`config.mk`:
```
export PLATFORM = sky130hd
export DESIGN_NAME = mem_arbiter
export DESIGN_NICKNAME = d
export VERILOG_FILES = /design/src/rtl/mem_arbiter.sv
export SDC_FILE = /design/constraint.sdc
export NUM_CORES = 1
export LEC_CHECK = 0
export ABC_AREA = 1
export BUFFER_PORTS_ARGS = -buffer_cell sky130_fd_sc_hd__buf_2
export CAP_MARGIN = 20
export CORE_MARGIN = 2
export CORE_UTILIZATION = 47
export DETAILED_ROUTE_END_ITERATION = 12
export HOLD_SLACK_MARGIN = 0.15
export PLACE_DENSITY = 0.83
export SLEW_MARGIN = 15
export SYNTH_ARGS = -nofsm -noshare
export SYNTH_HDL_FRONTEND = slang
export SYNTH_SLANG_ARGS = --single-unit
```
`constraint.sdc`:
```
create_clock -name clk -period 1.95 [get_ports clk]
set_input_delay 0.195 -clock clk [delete_from_list [all_inputs] [get_ports clk]]
set_output_delay 0.195 -clock clk [all_outputs]
set_load 0.02 [all_outputs]
```
`src/rtl/mem_arbiter.sv`:
```
// Two-requester (fetch / load-store) arbiter onto a single memory port.
// Round-robin grant, one transaction in flight, response timeout with sticky error.
module mem_arbiter #(
   parameter int ADDR_W  = 32,
   parameter int DATA_W  = 32,
   parameter int TIMEOUT = 255
) (
   input  logic              clk,
   input  logic              rst,
   input  logic              ifu_req_valid,
   output logic              ifu_req_ready,
   input  logic [ADDR_W-1:0] ifu_addr,
   output logic              ifu_resp_valid,
   output logic [DATA_W-1:0] ifu_rdata,
   input  logic              lsu_req_valid,
   output logic              lsu_req_ready,
   input  logic [ADDR_W-1:0] lsu_addr,
   input  logic              lsu_wen,
   input  logic [DATA_W-1:0] lsu_wdata,
   input  logic [7:0]        lsu_wmask,
   output logic              lsu_resp_valid,
   output logic [DATA_W-1:0] lsu_rdata,
   output logic              mem_req_valid,
   input  logic              mem_req_ready,
   output logic [ADDR_W-1:0] mem_addr,
   output logic              mem_wen,
   output logic [DATA_W-1:0] mem_wdata,
   output logic [7:0]        mem_wmask,
   input  logic              mem_resp_valid,
   input  logic [DATA_W-1:0] mem_rdata,
   output logic              err
);

   localparam int CNT_W = (TIMEOUT < 1) ? 1 : $clog2(TIMEOUT + 1);
   localparam logic [CNT_W-1:0]  CNT_LIMIT  = CNT_W'(TIMEOUT);
   localparam logic [DATA_W-1:0] ABORT_DATA = DATA_W'(32'hDEADBEEF);
   localparam logic OWN_IFU = 1'b0;
   localparam logic OWN_LSU = 1'b1;

   typedef enum logic [1:0] {
      S_IDLE,
      S_REQ,
      S_WAIT
   } state_t;

   state_t            r_state;
   state_t            w_state_nxt;
   logic              r_last_grant;
   logic              r_owner;
   logic [ADDR_W-1:0] r_addr;
   logic              r_wen;
   logic [DATA_W-1:0] r_wdata;
   logic [7:0]        r_wmask;
   logic [CNT_W-1:0]  r_cnt;
   logic              r_err;
   logic              r_ifu_resp_valid;
   logic              r_lsu_resp_valid;
   logic [DATA_W-1:0] r_ifu_rdata;
   logic [DATA_W-1:0] r_lsu_rdata;

   logic              w_grant_lsu;
   logic              w_ifu_ready;
   logic              w_lsu_ready;
   logic              w_accept;
   logic              w_resp;
   logic              w_abort;
   logic [DATA_W-1:0] w_resp_data;

   always_ff @(posedge clk or negedge rst) begin
      if (!rst) begin
         r_state <= S_IDLE;
      end else begin
         r_state <= w_state_nxt;
      end
   end

   // LSU wins a tie only when IFU held the previous grant.
   always_comb begin
      w_state_nxt = r_state;
      w_ifu_ready = 1'b0;
      w_lsu_ready = 1'b0;
      w_accept    = 1'b0;
      w_resp      = 1'b0;
      w_abort     = 1'b0;
      w_grant_lsu = lsu_req_valid & (~ifu_req_valid | (r_last_grant == OWN_IFU));
      case (r_state)
         S_IDLE: begin
            w_ifu_ready = ifu_req_valid & ~w_grant_lsu;
            w_lsu_ready = w_grant_lsu;
            w_accept    = ifu_req_valid | lsu_req_valid;
            if (w_accept) begin
               w_state_nxt = S_REQ;
            end
         end
         S_REQ: begin
            if (mem_req_ready) begin
               w_state_nxt = S_WAIT;
            end
         end
         S_WAIT: begin
            if (mem_resp_valid) begin
               w_resp      = 1'b1;
               w_state_nxt = S_IDLE;
            end else if (r_cnt == CNT_LIMIT) begin
               w_abort     = 1'b1;
               w_state_nxt = S_IDLE;
            end
         end
         default: begin
            w_state_nxt = S_IDLE;
         end
      endcase
   end

   assign w_resp_data = w_resp ? mem_rdata : ABORT_DATA;

   always_ff @(posedge clk or negedge rst) begin
      if (!rst) begin
         r_last_grant     <= OWN_LSU;
         r_owner          <= OWN_IFU;
         r_addr           <= '0;
         r_wen            <= 1'b0;
         r_wdata          <= '0;
         r_wmask          <= 8'h00;
         r_cnt            <= '0;
         r_err            <= 1'b0;
         r_ifu_resp_valid <= 1'b0;
         r_lsu_resp_valid <= 1'b0;
         r_ifu_rdata      <= '0;
         r_lsu_rdata      <= '0;
      end else begin
         r_ifu_resp_valid <= 1'b0;
         r_lsu_resp_valid <= 1'b0;
         // Fetches are always reads, so store fields are forced to zero.
         if (w_accept) begin
            r_owner      <= w_grant_lsu;
            r_last_grant <= w_grant_lsu;
            r_addr       <= w_grant_lsu ? lsu_addr : ifu_addr;
            r_wen        <= w_grant_lsu & lsu_wen;
            r_wdata      <= w_grant_lsu ? lsu_wdata : '0;
            r_wmask      <= w_grant_lsu ? lsu_wmask : 8'h00;
         end
         if (r_state == S_REQ && mem_req_ready) begin
            r_cnt <= '0;
         end else if (r_state == S_WAIT && !w_abort) begin
            r_cnt <= r_cnt + CNT_W'(1);
         end
         if (w_resp || w_abort) begin
            if (r_owner == OWN_LSU) begin
               r_lsu_resp_valid <= 1'b1;
               r_lsu_rdata      <= w_resp_data;
            end else begin
               r_ifu_resp_valid <= 1'b1;
               r_ifu_rdata      <= w_resp_data;
            end
         end
         if (w_abort || (mem_resp_valid && r_state != S_WAIT)) begin
            r_err <= 1'b1;
         end
      end
   end

   assign ifu_req_ready  = w_ifu_ready;
   assign lsu_req_ready  = w_lsu_ready;
   assign ifu_resp_valid = r_ifu_resp_valid;
   assign lsu_resp_valid = r_lsu_resp_valid;
   assign ifu_rdata      = r_ifu_rdata;
   assign lsu_rdata      = r_lsu_rdata;
   assign mem_req_valid  = (r_state == S_REQ);
   assign mem_addr       = r_addr;
   assign mem_wen        = r_wen;
   assign mem_wdata      = r_wdata;
   assign mem_wmask      = r_wmask;
   assign err            = r_err;

endmodule

```
* After elaboration in Yosys (flattened, before gate mapping)
Index checks and enable logic that the tools add are counted.
** Operators by class
- $add $sub $neg :: 1
- Equality and inequality tests :: 7
- Mux-type cells :: 23
- Bitwise logic cells :: 9
- Reductions and logical operators :: 11
** Operators by type and width (number)
- 32-bit two-way mux :: 3
- 8-bit two-way mux :: 3
- 1-bit two-way mux :: 12
- 8-bit by 1-bit adder with 8-bit output (second input constant) :: 1
- 8-bit == test (second input constant) :: 1
- 2-bit two-way mux :: 4
- 2-bit one-hot mux with 3 select lines :: 1
- 2-bit != test (second input constant) :: 2
- 1-bit NOT :: 4
- 2-bit AND reduction :: 2
- 1-bit bitwise AND :: 3
- 1-bit logical AND :: 3
- 3-bit != test (second input constant) :: 1
- 3-bit AND reduction :: 1
- 2-bit by 1-bit == test with 1-bit output (second input constant) :: 1
- 2-bit == test (second input constant) :: 1
- 2-bit zero test :: 1
- 1-bit logical OR :: 2
- 2-bit by 1-bit != test with 1-bit output (second input constant) :: 1
- 1-bit OR :: 2
- 2-bit nonzero test :: 1
- 1-bit zero test :: 1
** Storage, ports and cells
- Flip-flop bits (word level) :: 152
- Input bits :: 143

* Longest topological paths before layout
- Depth after elaboration :: 8
- Mapped depth :: 9

* Least setup slack after synthesis
OpenSTA, ideal clock, no wires.
- Path kind :: reg2out
- Start :: register r_last_grant
- End :: output ifu_req_ready
- Arrival :: 1447 ps
- Data required time :: 1755 ps
- Slack :: 308 ps
- Cell stages (with the launch flop) :: 6
- Path buffers :: 1
- Cells stage by stage :: dfstp_2 > nand2_1 > nand2_1 > inv_1 > clkbuf_1 > nor3_1
** Between the ends
- Longest elaborated chain between the ends :: 6
** Ends and longest elaborated chain
- from (decl) :: line 48 : logic r_last_grant;
- from (signal assigned) :: line 137 : r_last_grant <= w_grant_lsu;
- 1-bit NOT :: line 85 : w_grant_lsu = lsu_req_valid & (~ifu_req_valid | (r_last_grant == OWN_IFU));
- 1-bit OR :: line 85
- 1-bit bitwise AND :: line 85
- 1-bit NOT :: line 88 : w_ifu_ready = ifu_req_valid & ~w_grant_lsu;
- 1-bit bitwise AND :: line 88
- 1-bit two-way mux :: line 86 : case (r_state)
- to (decl) :: line 11 : output logic ifu_req_ready,
Every way passes these cells.

* Worst setup path after layout
- Start :: register r_last_grant
- End :: register r_addr[23] (netlist: mem_addr[23])
** Between the ends
- Longest elaborated chain between the ends :: 4
** Ends and longest elaborated chain
- 1-bit NOT :: line 85
- 1-bit OR :: line 85
- 1-bit bitwise AND :: line 85
- 32-bit two-way mux :: line 138 : r_addr <= w_grant_lsu ? lsu_addr : ifu_addr;
- to (signal assigned) :: line 138
- to (decl) :: line 50 : logic [ADDR_W-1:0] r_addr;
Every way passes these cells.
A chain may end at the register's enable or synchronous reset.

==> reports/metrics.cfg <==
[placement]
place_congestion=0.925
io_buffers=285
dp_cells=1129
hpwl_microns=12700
place_area_sq_mm=0.00804

[die]
die_x_microns=121
start_util_pct=48.3
rows=42
ios=286
core_area_sq_mm=0.0133
die_area_sq_mm=0.0146
die_h_microns=121

[setup_path]
critPathRequiredTime_ps=2300
end_kind=flop
r2r_end=mem_addr[23]
path_delay_family=buffers and inverters
cp.arrival_ps=2310
r2r_cells=6
cp_cell_sequence=nand2_1 -> nand2_2 -> buf_6 -> nor2_1 -> o21ai_0 -> dlygate4sd3_1
slowest_stage=dlygate4sd3_1
critPathMaxFanout=32
startpoint_type=flop
r2r-start=r_last_grant
criticalPathCategory=flop to flop
rrSetupSlack_ps=-10
slowest_delay_ps=610
cp_num_buf_inv=2

[synthesis]
ys_seq_area_share_pct=59.2
synthCells=695
yosys-top-cells-area=dfrtp_1 (59%), nand2_1 (12%), a22o_1 (5.6%)
synth_warnings=0
synth-main-ff-cell=dfrtp_1
ys_top_cells_by_count=nand2_1 (206), dfrtp_1 (151), nand3_1 (60)
synth.most_common_cell=nand2_1
synth_nets=839
netlist.area_leader.share_pct=58.8
syn_avg_cell_area_sq_um=9.25
synth_largest_area_cell=dfrtp_1
yosysUniqueCellTypes=29
synthArstFlopShare_pct=100
synth_edf_count=0
synth_seq_cells=152
synth_area_sq_mm=0.00643

[power]
p_leak_nw=5.40
power.density_mw_per_mm2=1590
power_mw=16.3
vdd_drop_max_v=0.000883

[min_path]
min_path_cells=3
hold_path_class=input pin to flop
min_to=mem_addr[17]
worstHoldStart=ifu_addr[17]

[routing]
drt-initial-drc-count=505
totalWireLength_microns=23900
avgRoutedWirePerCell_microns=18.2
firstDrtPassIters=5
drcViolationCount=0
postRouteAntennaNets=0
vias=7043
vias_per_cell=5.38

[finish]
nets=1260
final_util_pct=76.9
area.growth.synth_to_final_pct=59.0
seqCellArea_sq_mm=0.00380
fillCellCount=829
multi_input_area_sq_mm=0.00232
final_layout_size_suffix_gt1_share_pct=32.4
fin_cells=1308
design_area_sq_mm=0.0102

[sta]
layout_worst_path_cycle_share_pct=101
finalSetupViolations=1
rsz0062_at_grt=yes
period_needed_ps=1960
fin_worst_skew_ps=11.9
finalSetupTns_ps=-13.9
relSlewSlack_pct=66.9
finalWorstSetupSlack_ps=-13.9
drv_slew=0
finalHoldViolCount=0
max_freq_ghz=0.509
tightest_slew_ps=496

[cts]
cts_tree=done
clk_latency_ps=420
cts_buffer_depth=2
path_clk_slew_ps=60
numCtsBuffers=17
cts_htree_levels=4
clkSinkCount=152
cts_root_buf=clkbuf_16

[grt]
grtUsageTotal_pct=32.7
grt_overflow=0
grt_use_met2_pct=54.4
grt_pass1_vias=7222
use_met1_pct=35.7
antenna_found_initial=2
use_met3_pct=9.59
grt_pass1_wl_microns=36700
busiest_layer=met2
grt_max_degree=49

[outcome]
outcome=finished, violations left
violations=negative setup slack

[flow_run]
cap_viol_max_count=0

[layer usage]
metal	share of wire (%)	routed length [microns]
met5	0	0
met4	7.3	1740
met3	7.6	1810
met2	50	11900
met1	35	8350
[timing repair]
item / in CTS / in global routing
hold buffers: 140 / 0
hold endpoints to repair: 290 / 0
gates cloned: 0 / 1
buffers inserted: 1 / 4
setup endpoints to repair: 1 / 8
pin swaps: 0 / 1
gates resized for setup: 1 / 20
[worst reg2reg max path: stages, from the launching register on]
cell and delay [ps]:
dfstp_2 530, nand2_1 60, nand2_2 120, buf_6 270
nor2_1 100, o21ai_0 210, dlygate4sd3_1 610
[cell usage in the layout, fill, tap and decap left out, types with 2 or more instances in the layout]
cell type / instances
buf_4: 12
o21ai_0: 51
buf_2: 284
nor3_1: 3
or2_1: 20
inv_2: 4
clkbuf_8: 2
nor2_1: 51
nor2_4: 2
clkbuf_16: 18
dlygate4sd3_1: 138
bufinv_16: 5
buf_12: 7
o21ai_2: 3
dfrtp_1: 151
or2_2: 4
xor2_1: 2
nand2_1: 205
nor2_2: 2
a22o_1: 41
nand2_2: 5
nand3_1: 60
diode_2: 3
buf_6: 2
clkinv_4: 4
nand3_2: 2
o21ai_1: 16
inv_1: 21
nand2_4: 2
clkinvlp_4: 2
[worst max path at each step]
stage / startpoint / end / slack, ps / cells after the start
global route: r_last_grant / mem_addr[23] / -40 / 6
global placement: r_last_grant / mem_addr[30] / 390 / 6
finish: r_last_grant / mem_addr[23] / -10 / 6
CTS: r_last_grant / mem_addr[21] / 20 / 7
detailed placement: r_state[1] / lsu_rdata[1] / 340 / 8
floorplan: r_last_grant / ifu_req_ready / 310 / 5
[logic make-up after synthesis]
group,after synthesis,synth area share (%)
xor+xnor,2,0.273
simple gates,357,23.9
compound gates,113,11.4
flops,152,59.2
buf+inv,70,5.04
fa+ha+maj,1,0.195
[state kept, by name, summed over array words and instances (netlist names)]
name,count
ifu_rdata,32
lsu_rdata,32
mem_addr,32
mem_wdata,32
mem_wmask,8
r_cnt,8
r_state,2
err,1
ifu_resp_valid,1
lsu_resp_valid,1
mem_wen,1
r_last_grant,1
r_owner,1
[power by group]
group / switching [mW] / total [mW] / leakage (nW) / internal [mW]
sequential: 0.876 / 5.43 / 1.90 / 4.55
clock: 1.36 / 3.72 / 0.326 / 2.36
combinational: 4.66 / 7.13 / 3.18 / 2.47
total: 6.90 / 16.3 / 5.40 / 9.38
[per-stage QoR]
| step | hold slack (ps) | worst slack [ps] |
|---|---|---|
| after floorplan | -101 | 308 |
| after global placement | 139 | 388 |
| after detailed placement | 138 | 340 |
| after CTS | 197 | 21.3 |
| after global routing | 173 | -42.9 |
| final | 66.8 | -13.9 |
[area by class of cell]
class | count | area share [%]
well taps | 176 | 2.15
repair buffers | 445 | 30.3
clock buffers | 19 | 4.43
inverters | 27 | 1.03
clock inverters | 13 | 2.13
multi-input cells | 473 | 22.7
flip-flops and latches | 152 | 37.2
diodes | 3 | 0.0734
Note: power is estimated with default switching activity, not from simulation.
